`src/rtl/response_sequencer.sv`:
```
// Player-response sequencer for the memory game: matches synchronized key presses
// against the expected note, skips rests, times out idle players and tracks lives.
module response_sequencer #(
    parameter int TIMEOUT_CYCLES = 50000000,
    parameter int LIVES          = 3
) (
    input  logic       clk,
    input  logic       reset,
    input  logic       start,
    input  logic [3:0] level_length,
    input  logic [3:0] expected_note,
    input  logic [3:0] note_inputs,
    output logic       advance,
    output logic       busy,
    output logic       mistake,
    output logic       done_win,
    output logic       done_lose,
    output logic [1:0] lives_left,
    output logic [3:0] notes_left
);

    localparam int CW = (TIMEOUT_CYCLES > 2) ? $clog2(TIMEOUT_CYCLES) : 1;
    localparam logic [CW-1:0] TIMEOUT_LAST = CW'(TIMEOUT_CYCLES - 1);
    localparam logic [1:0]    LIVES_INIT   = 2'(LIVES);

    typedef enum logic [2:0] {
        S_IDLE,
        S_FETCH,
        S_WAIT_PRESS,
        S_WAIT_RELEASE,
        S_ADVANCE,
        S_WIN,
        S_LOSE
    } state_t;

    state_t        state_q, state_d;
    logic [3:0]    sync1_q, sync1_d;
    logic [3:0]    sync2_q, sync2_d;
    logic [3:0]    prev_q, prev_d;
    logic [CW-1:0] counter_q, counter_d;
    logic          correct_q, correct_d;
    logic [1:0]    lives_left_q, lives_left_d;
    logic [3:0]    notes_left_q, notes_left_d;
    logic          advance_q, advance_d;
    logic          busy_q, busy_d;
    logic          mistake_q, mistake_d;
    logic          done_win_q, done_win_d;
    logic          done_lose_q, done_lose_d;

    logic          press_seen;
    logic          press_ok;
    logic          timeout_hit;
    logic [1:0]    lives_dec;
    logic [3:0]    notes_dec;

    // A press is the rising edge of "any key down" after synchronization, so a
    // held key can never be recognised a second time.
    always_comb begin
        sync1_d     = note_inputs;
        sync2_d     = sync1_q;
        prev_d      = sync2_q;
        press_seen  = (sync2_q != 4'b0000) && (prev_q == 4'b0000);
        press_ok    = press_seen && (sync2_q == expected_note);
        timeout_hit = (counter_q == TIMEOUT_LAST);
        lives_dec   = (lives_left_q != 2'd0) ? lives_left_q - 2'd1 : 2'd0;
        notes_dec   = (notes_left_q != 4'd0) ? notes_left_q - 4'd1 : 4'd0;
    end

    always_ff @(posedge clk or posedge reset) begin
        if (reset) begin
            state_q      <= S_IDLE;
            sync1_q      <= 4'b0000;
            sync2_q      <= 4'b0000;
            prev_q       <= 4'b0000;
            counter_q    <= '0;
            correct_q    <= 1'b0;
            lives_left_q <= LIVES_INIT;
            notes_left_q <= 4'd0;
            advance_q    <= 1'b0;
            busy_q       <= 1'b0;
            mistake_q    <= 1'b0;
            done_win_q   <= 1'b0;
            done_lose_q  <= 1'b0;
        end else begin
            state_q      <= state_d;
            sync1_q      <= sync1_d;
            sync2_q      <= sync2_d;
            prev_q       <= prev_d;
            counter_q    <= counter_d;
            correct_q    <= correct_d;
            lives_left_q <= lives_left_d;
            notes_left_q <= notes_left_d;
            advance_q    <= advance_d;
            busy_q       <= busy_d;
            mistake_q    <= mistake_d;
            done_win_q   <= done_win_d;
            done_lose_q  <= done_lose_d;
        end
    end

    // notes_left drops on entry to ADVANCE so it changes together with the pulse;
    // ADVANCE then only has to test for zero.
    always_comb begin
        state_d      = state_q;
        counter_d    = counter_q;
        correct_d    = correct_q;
        lives_left_d = lives_left_q;
        notes_left_d = notes_left_q;
        case (state_q)
            S_IDLE: begin
                if (start) begin
                    notes_left_d = level_length;
                    lives_left_d = LIVES_INIT;
                    correct_d    = 1'b0;
                    state_d      = (level_length == 4'd0) ? S_WIN : S_FETCH;
                end
            end
            S_FETCH: begin
                if (expected_note == 4'b0000) begin
                    notes_left_d = notes_dec;
                    state_d      = S_ADVANCE;
                end else begin
                    counter_d = '0;
                    state_d   = S_WAIT_PRESS;
                end
            end
            S_WAIT_PRESS: begin
                if (press_ok) begin
                    correct_d = 1'b1;
                    state_d   = S_WAIT_RELEASE;
                end else if (press_seen || timeout_hit) begin
                    correct_d    = 1'b0;
                    lives_left_d = lives_dec;
                    state_d      = (lives_dec == 2'd0) ? S_LOSE : S_WAIT_RELEASE;
                end else begin
                    counter_d = counter_q + CW'(1);
                end
            end
            S_WAIT_RELEASE: begin
                if (sync2_q == 4'b0000) begin
                    if (correct_q) begin
                        notes_left_d = notes_dec;
                        state_d      = S_ADVANCE;
                    end else begin
                        state_d = S_FETCH;
                    end
                end
            end
            S_ADVANCE: begin
                state_d = (notes_left_q == 4'd0) ? S_WIN : S_FETCH;
            end
            S_WIN:   state_d = S_IDLE;
            S_LOSE:  state_d = S_IDLE;
            default: state_d = S_IDLE;
        endcase
    end

    // Outputs are decoded from the upcoming state and registered with it.
    always_comb begin
        advance_d   = (state_d == S_ADVANCE);
        busy_d      = state_d inside {S_FETCH, S_WAIT_PRESS, S_WAIT_RELEASE, S_ADVANCE};
        done_win_d  = (state_d == S_WIN);
        done_lose_d = (state_d == S_LOSE);
        mistake_d   = (state_q == S_WAIT_PRESS) &&
                      ((state_d == S_LOSE) || ((state_d == S_WAIT_RELEASE) && !correct_d));
    end

    assign advance    = advance_q;
    assign busy       = busy_q;
    assign mistake    = mistake_q;
    assign done_win   = done_win_q;
    assign done_lose  = done_lose_q;
    assign lives_left = lives_left_q;
    assign notes_left = notes_left_q;

endmodule

```
`config.mk`:
```
export PLATFORM = sky130hd
export DESIGN_NAME = response_sequencer
export DESIGN_NICKNAME = d
export VERILOG_FILES = /design/src/rtl/response_sequencer.sv
export SDC_FILE = /design/constraint.sdc
export NUM_CORES = 1
export LEC_CHECK = 0
export ABC_AREA = 1
export CORE_MARGIN = 3
export CORE_UTILIZATION = 45
export CTS_CLUSTER_SIZE = 16
export DETAILED_ROUTE_END_ITERATION = 7
export DONT_BUFFER_PORTS = 1
export PLACE_DENSITY_LB_ADDON = 0.15
export SETUP_SLACK_MARGIN = 0.2
export SYNTH_ARGS = -nofsm -noshare
export SYNTH_HDL_FRONTEND = slang
export SYNTH_SLANG_ARGS = --single-unit
```
`constraint.sdc`:
```
create_clock -name clk -period 2.9 [get_ports clk]
set_clock_uncertainty 0.05 [all_clocks]
set_input_delay 0.87 -clock clk [delete_from_list [all_inputs] [get_ports clk]]
set_output_delay 0.87 -clock clk [all_outputs]
set_load 0.1 [all_outputs]
```
==> metrics.txt, run 1 <==
Switch Pwr=1.281 mW; Clock Latency Late Sink=0.31 ns; first-pass detailed-route iteration total=4; internal power=1.298 mW; Residual DRC=0; P_leak=1.485 nW; Die H=87.98 um; Avg Inst Size Synth=7.486 um2; CTS Buf Count=5; CTS Hold Buffers Added=0; Port Buffers=0; clock power share=0.177; fraction of layout instances using a drive strength above 1=0.1044; CTS Sinks=53; startpoint types=flop; first-pass GRT wire length=10810 um; Crit Path Max Fanout=1; number of nets still failing antenna checks after routing=0; GRT overflow=0; drt wl/cell=12.75 um; CP endpoint kind=primary output; setup_tns=0 ns; sequential share of the synthesized area=0.4394; largest net degree at the start of global routing=54; Tightest Hold Check Type=flop to flop; Post-CTS Setup Inserts=0; Final Power=2.579 mW; cell count after synthesis=404; minimum clock period=2.162 ns; critical path type=flop to primary output; worst slew pin tran=0.8736 ns; core footprint=6422 um2; all-layer global routing usage=0.1767; Net Sw Frac=0.4969; period utilisation layout=0.7454; starting density of the core=0.4709; fill cell count=641; chip width=87.98 um; Peak Freq=462.6 MHz; Min Hold Slack=0.3054 ns; Avg Vias per Cell=4.949; Setup-failing EPs final=0; Final Hold Viols=0; Post-synth EDFFs=0; CP Data Required Time=1.98 ns; synthesized area=3024 um2; pins over their slew limit=0; CTS tree=built; Post-Syn Nets=420; die area=7740 um2; power density over the cells=795.2 nW/um2; Iteration-0 DRC Markers=139; Peak VDD IR=334.2 uV; RSZ-0062 raised after global routing=no; Synth-to-Final Area Change=7.240%; Max Cap Violations=0; Comb pwr share=0.400; # diodes=0; final net count=427; sequential power share=0.423; CTS Root Cell=clkbuf_8; H-tree Lvls=2; HPWL Detailed=4638 um; number of warnings issued by yosys=0; Rows=29; via count of the first global-routing pass=2287; initial antenna violation count=0; Synth Flop Type=dfrtp_1; run status=finished clean; FFs w/ async S/R, synth=1.000; Cell variety after synth=29; register bit total from synthesis=53; I/O pin total=26; PostCTS Resize Cnt=0; WL final=6237 um; Slew Limit Headroom=0.4180; Clock Pin Slew Worst Setup and Hold Paths=0.10 ns; via count=2420; routability cong.=0.9094; Critical Path AT=1.24 ns; deepest clock path buffer count=2
[per-layer routing]
metal  global-route usage  vias up  part of all wire
met5                    0        -                 0
met2               0.2733       38              0.43
li1                     -     1271                 -
met4              0.05160        0             0.013
met3              0.02728        7             0.028
met1               0.2559     1104              0.53
[Yosys cell counts, types with 3 or more instances]
cell type    n  area [um2]
nor3_1      10       50.05
dfrtp_1     51        1276
nand3_1     19       95.09
buf_6        4       45.04
inv_2        5       18.77
xor2_1      22       192.7
nand2_1    107       401.6
o21ai_0      6       30.03
nand2_2      4       25.02
inv_1       53       198.9
o21ai_1     16       80.08
nand3_2      3       30.03
a21oi_1      7       35.03
nand4_1      9       56.30
nor2_1      61       229.0
o21ai_2      6       52.55
[placed cells by master, fill, tap and decap left out, types with 2 or more instances in the layout]
master and instances:
dfstp_2 2, nand2_1 107, nand2_2 4, o21ai_1 16
buf_4 6, nor2_1 61, nor2_4 2, inv_1 52
nor2_2 2, inv_2 6, clkbuf_8 6, nand3_2 3
o21ai_0 6, a31oi_1 2, dfrtp_1 51, xor2_1 22
buf_12 2, nand3_1 19, nor3_1 10, nand4_1 9
xnor2_1 2, o21ai_2 6, nor3b_1 2, a21oi_1 7
[path summary, 6_finish.rpt]
path / startpoint / end / slack (ns) / cells past startpoint
max: done_win / done_win / 0.74 / 0
min: sync1_q[2] / prev_d[2] / 0.31 / 0
max reg2reg: counter_q[0] / counter_q[6] / 0.83 / 13
min reg2reg: sync1_q[2] / prev_d[2] / 0.31 / 0
max in group asynchronous: reset / lives_left[1] / 2.10 / 2
min in group asynchronous: reset / counter_q[7] / 0.42 / 2
[state kept, by name, indices dropped and copies added, names as in the netlist]
name        cells
prev_d          4
advance         1
counter_q      26
busy            1
done_win        1
mistake         1
done_lose       1
prev_q          4
notes_left      4
lives_left      2
sync1_q         4
state_q         3
correct_q       1
[power groups by stage]
stage | clock, mW | sequential (mW) | combinational (mW)
floorplan | 0 | 1.30 | 0.654
global placement | 0 | 1.11 | 1.03
detailed placement | 0 | 1.11 | 1.04
CTS | 0.477 | 1.09 | 1.04
global route | 0.504 | 1.11 | 1.14
finish | 0.456 | 1.09 | 1.03
[worst register-to-register path, cell delays in order (launching register included)]
cell and delay (ns):
dfrtp_1 0.41, ha_1 0.26, nand2_2 0.12, nor2_4 0.05, nand2_1 0.06, nor2_1 0.04
nand2_1 0.09, nand2_2 0.08, o21ai_2 0.12, inv_2 0.07, nor2_8 0.24, buf_12 0.22
nand3_1 0.09, o21ai_1 0.10
[stage by stage]
stage / utilization / worst slack, ns / instances / area, um2
floorplan: - / 0.6971 / 404 / 3024
global placement: 0.4894 / 0.7386 / 481 / 3143
detailed placement: 0.4894 / 0.6706 / 481 / 3143
CTS: 0.5050 / 0.7229 / 489 / 3243
global route: 0.5050 / 0.6524 / 489 / 3243
finish: 0.5050 / 0.7383 / 489 / 3243
[area by class of cell]
cell class              instances  area, um2  share of cell area
multi-input cells             285       1415              0.4363
flip-flops and latches         53       1329              0.4097
inverters                      58      217.7             0.06713
well taps                      77      96.34             0.02971
repair buffers                  8      85.08             0.02623
clock buffers                   6      82.58             0.02546
clock inverters                 2      17.52            0.005401
[logic make-up after synthesis]
kind of cell | Yosys count | share of synthesized area
xor+xnor | 24 | 0.06951
buf+inv | 66 | 0.09268
compound gates | 40 | 0.07778
fa+ha+maj | 1 | 0.004137
flops | 53 | 0.4394
simple gates | 220 | 0.3165
(Power assumes the default switching activity.)
==> run 2, diff against run 1 <==
clock period = 1.9 ns   (was 2.9 ns; I/O delays follow)
==> metrics.txt, run 2 (same netlist as run 1, synthesis figures left out) <==
drt wl/cell=13.76 um (+7.9%); deepest clock path buffer count=2 (unchanged); via count of the first global-routing pass=2691 (+18%); via count=2706 (+12%); chip width=87.98 um (unchanged); initial antenna violation count=0 (unchanged); all-layer global routing usage=0.2053 (+0.02859); most common cell after layout, fill and taps aside=nand2_1; startpoint types=flop; Critical Path AT=1.96 ns (+0.72 ns); CP endpoint kind=flop; Setup-failing EPs final=0 (unchanged); fill cell count=565 (-12%); worst slew pin tran=0.4103 ns (-0.4634 ns); Iteration-0 DRC Markers=188 (+35%); core footprint=6422 um2 (unchanged); P_leak=1.743 nW (+17%); max reg flops=26 (unchanged); WL final=7336 um (+18%); Slew Limit Headroom=0.7259 (+0.3079); CTS Root Cell=clkbuf_8; Final Hold Viols=0 (unchanged); worst r2r path cells=13 (unchanged); Avg Vias per Cell=5.077 (+2.6%); # diodes=0 (unchanged); largest net degree at the start of global routing=22 (-59%); Die H=87.98 um (unchanged); CTS Buf Count=5 (unchanged); Tightest Hold Check Type=primary input to async pin; crit path from=counter_q[1]; CTS Sinks=53 (unchanged); first-pass detailed-route iteration total=4 (unchanged); placed insts=497 (+3.3%); Residual DRC=0 (unchanged); Clock Pin Slew Worst Setup and Hold Paths=0.11 ns (about the same); CP endpoint=counter_q[19]; period utilisation layout=0.9501; CTS tree=built; Final Power=4.919 mW (+91%); CTS Hold Buffers Added=0 (unchanged); Peak Freq=554.0 MHz; GRT overflow=0 (unchanged); Crit Path Max Fanout=7 (+6); first-pass GRT wire length=12490 um (+16%); Clock Latency Late Sink=0.32 ns (about the same); H-tree Lvls=2 (unchanged); Synth-to-Final Area Change=24.66%; pins over their slew limit=0 (unchanged); starting density of the core=0.4709 (unchanged); Final Util=0.5870 (+0.08202); run status=finished clean; critical path type=flop to flop; minimum clock period=1.805 ns; CP Data Required Time=2.06 ns (+0.08 ns); I/O pin total=26 (unchanged); reg-to-reg slack, setup=0.09 ns (-0.74 ns); die area=7740 um2 (unchanged); HPWL Detailed=5167 um (+11%); fin cells=533 (+9.0%); Largest Register=counter_q; setup_tns=0 ns (unchanged); Port Buffers=0 (unchanged); commonest non-fill, non-tap cells in the layout=91 x nand2_1, 59 x nor2_1, 51 x inv_1; fraction of layout instances using a drive strength above 1=0.2566 (+0.1522); r2r endpoint=counter_q[19]; RSZ-0062 raised after global routing=yes; Rows=29 (unchanged); FF-to-FF Start=counter_q[1]; Max Cap Violations=0 (unchanged); Peak VDD IR=575.3 uV (+72%); number of nets still failing antenna checks after routing=0 (unchanged); routability cong.=0.8918 (-1.9%); power density over the cells=1305 nW/um2 (+64%); final net count=471 (+10%)
run 2: critical path, stage by stage (launching register included):
cell,delay [ns]
dfrtp_1,0.40
ha_2,0.20
nand2_2,0.09
nor2_4,0.04
nand2_1,0.06
nor2_1,0.04
nand2_1,0.07
nand2_2,0.06
o21ai_2,0.12
inv_2,0.07
nor2_8,0.12
buf_4,0.17
clkbuf_16,0.16
o21ai_1,0.06
run 2: layer usage:
layer	vias up	wire, um	global-route usage
li1	1358	-	-
met1	1265	3450	0.2908
met2	70	3388	0.3205
met3	13	380	0.04045
met4	0	116	0.05718
met5	-	0	0
run 2: stage by stage:
stage | worst slack (ns) | cell area (um2) | hold WS, ns
floorplan | 0.1851 | 3032 | 0.2812
global placement | 0.1260 | 3258 | 0.2819
detailed placement | 0.07917 | 3258 | 0.2855
CTS | 0.06858 | 3611 | 0.06282
global route | -0.03223 | 3770 | 0.07112
finish | 0.09487 | 3770 | 0.04740
run 2: final cells by class:
cell class	count	area [um2]	area share
clock buffer	5	68.82	0.01825
inverter	58	226.5	0.06007
multi-input combinational	285	1509	0.4003
tap	77	96.34	0.02556
sequential	53	1336	0.3545
clock inverter	3	28.78	0.007634
timing repair buffer	52	504.2	0.1338
run 2: worst min-delay path by stage:
stage | startpoint | end | depth (start not counted)
3_5_place_dp | sync1_q[3] | prev_d[3] | 0
6_report | reset | prev_d[0] | 1
5_1_grt | reset | sync1_q[0] | 1
3_3_place_gp | sync1_q[1] | prev_d[1] | 0
4_1_cts | reset | sync1_q[0] | 1
2_1_floorplan | sync1_q[0] | prev_d[0] | 0
run 2: timing repair:
action | CTS | global route
pin swaps | 10 | 12
setup endpoints to repair | 32 | 40
buffers inserted | 14 | 10
gates resized for setup | 23 | 23
gates cloned | 3 | 1
run 2: report_power, final:
group          switching [mW]  internal (mW)  leakage [nW]  total [mW]
Sequential              0.168           1.29         0.686        1.46
Combinational            1.70           1.05          1.01        2.76
Clock                   0.417          0.279        0.0511       0.696
Total                    2.29           2.63          1.74        4.92
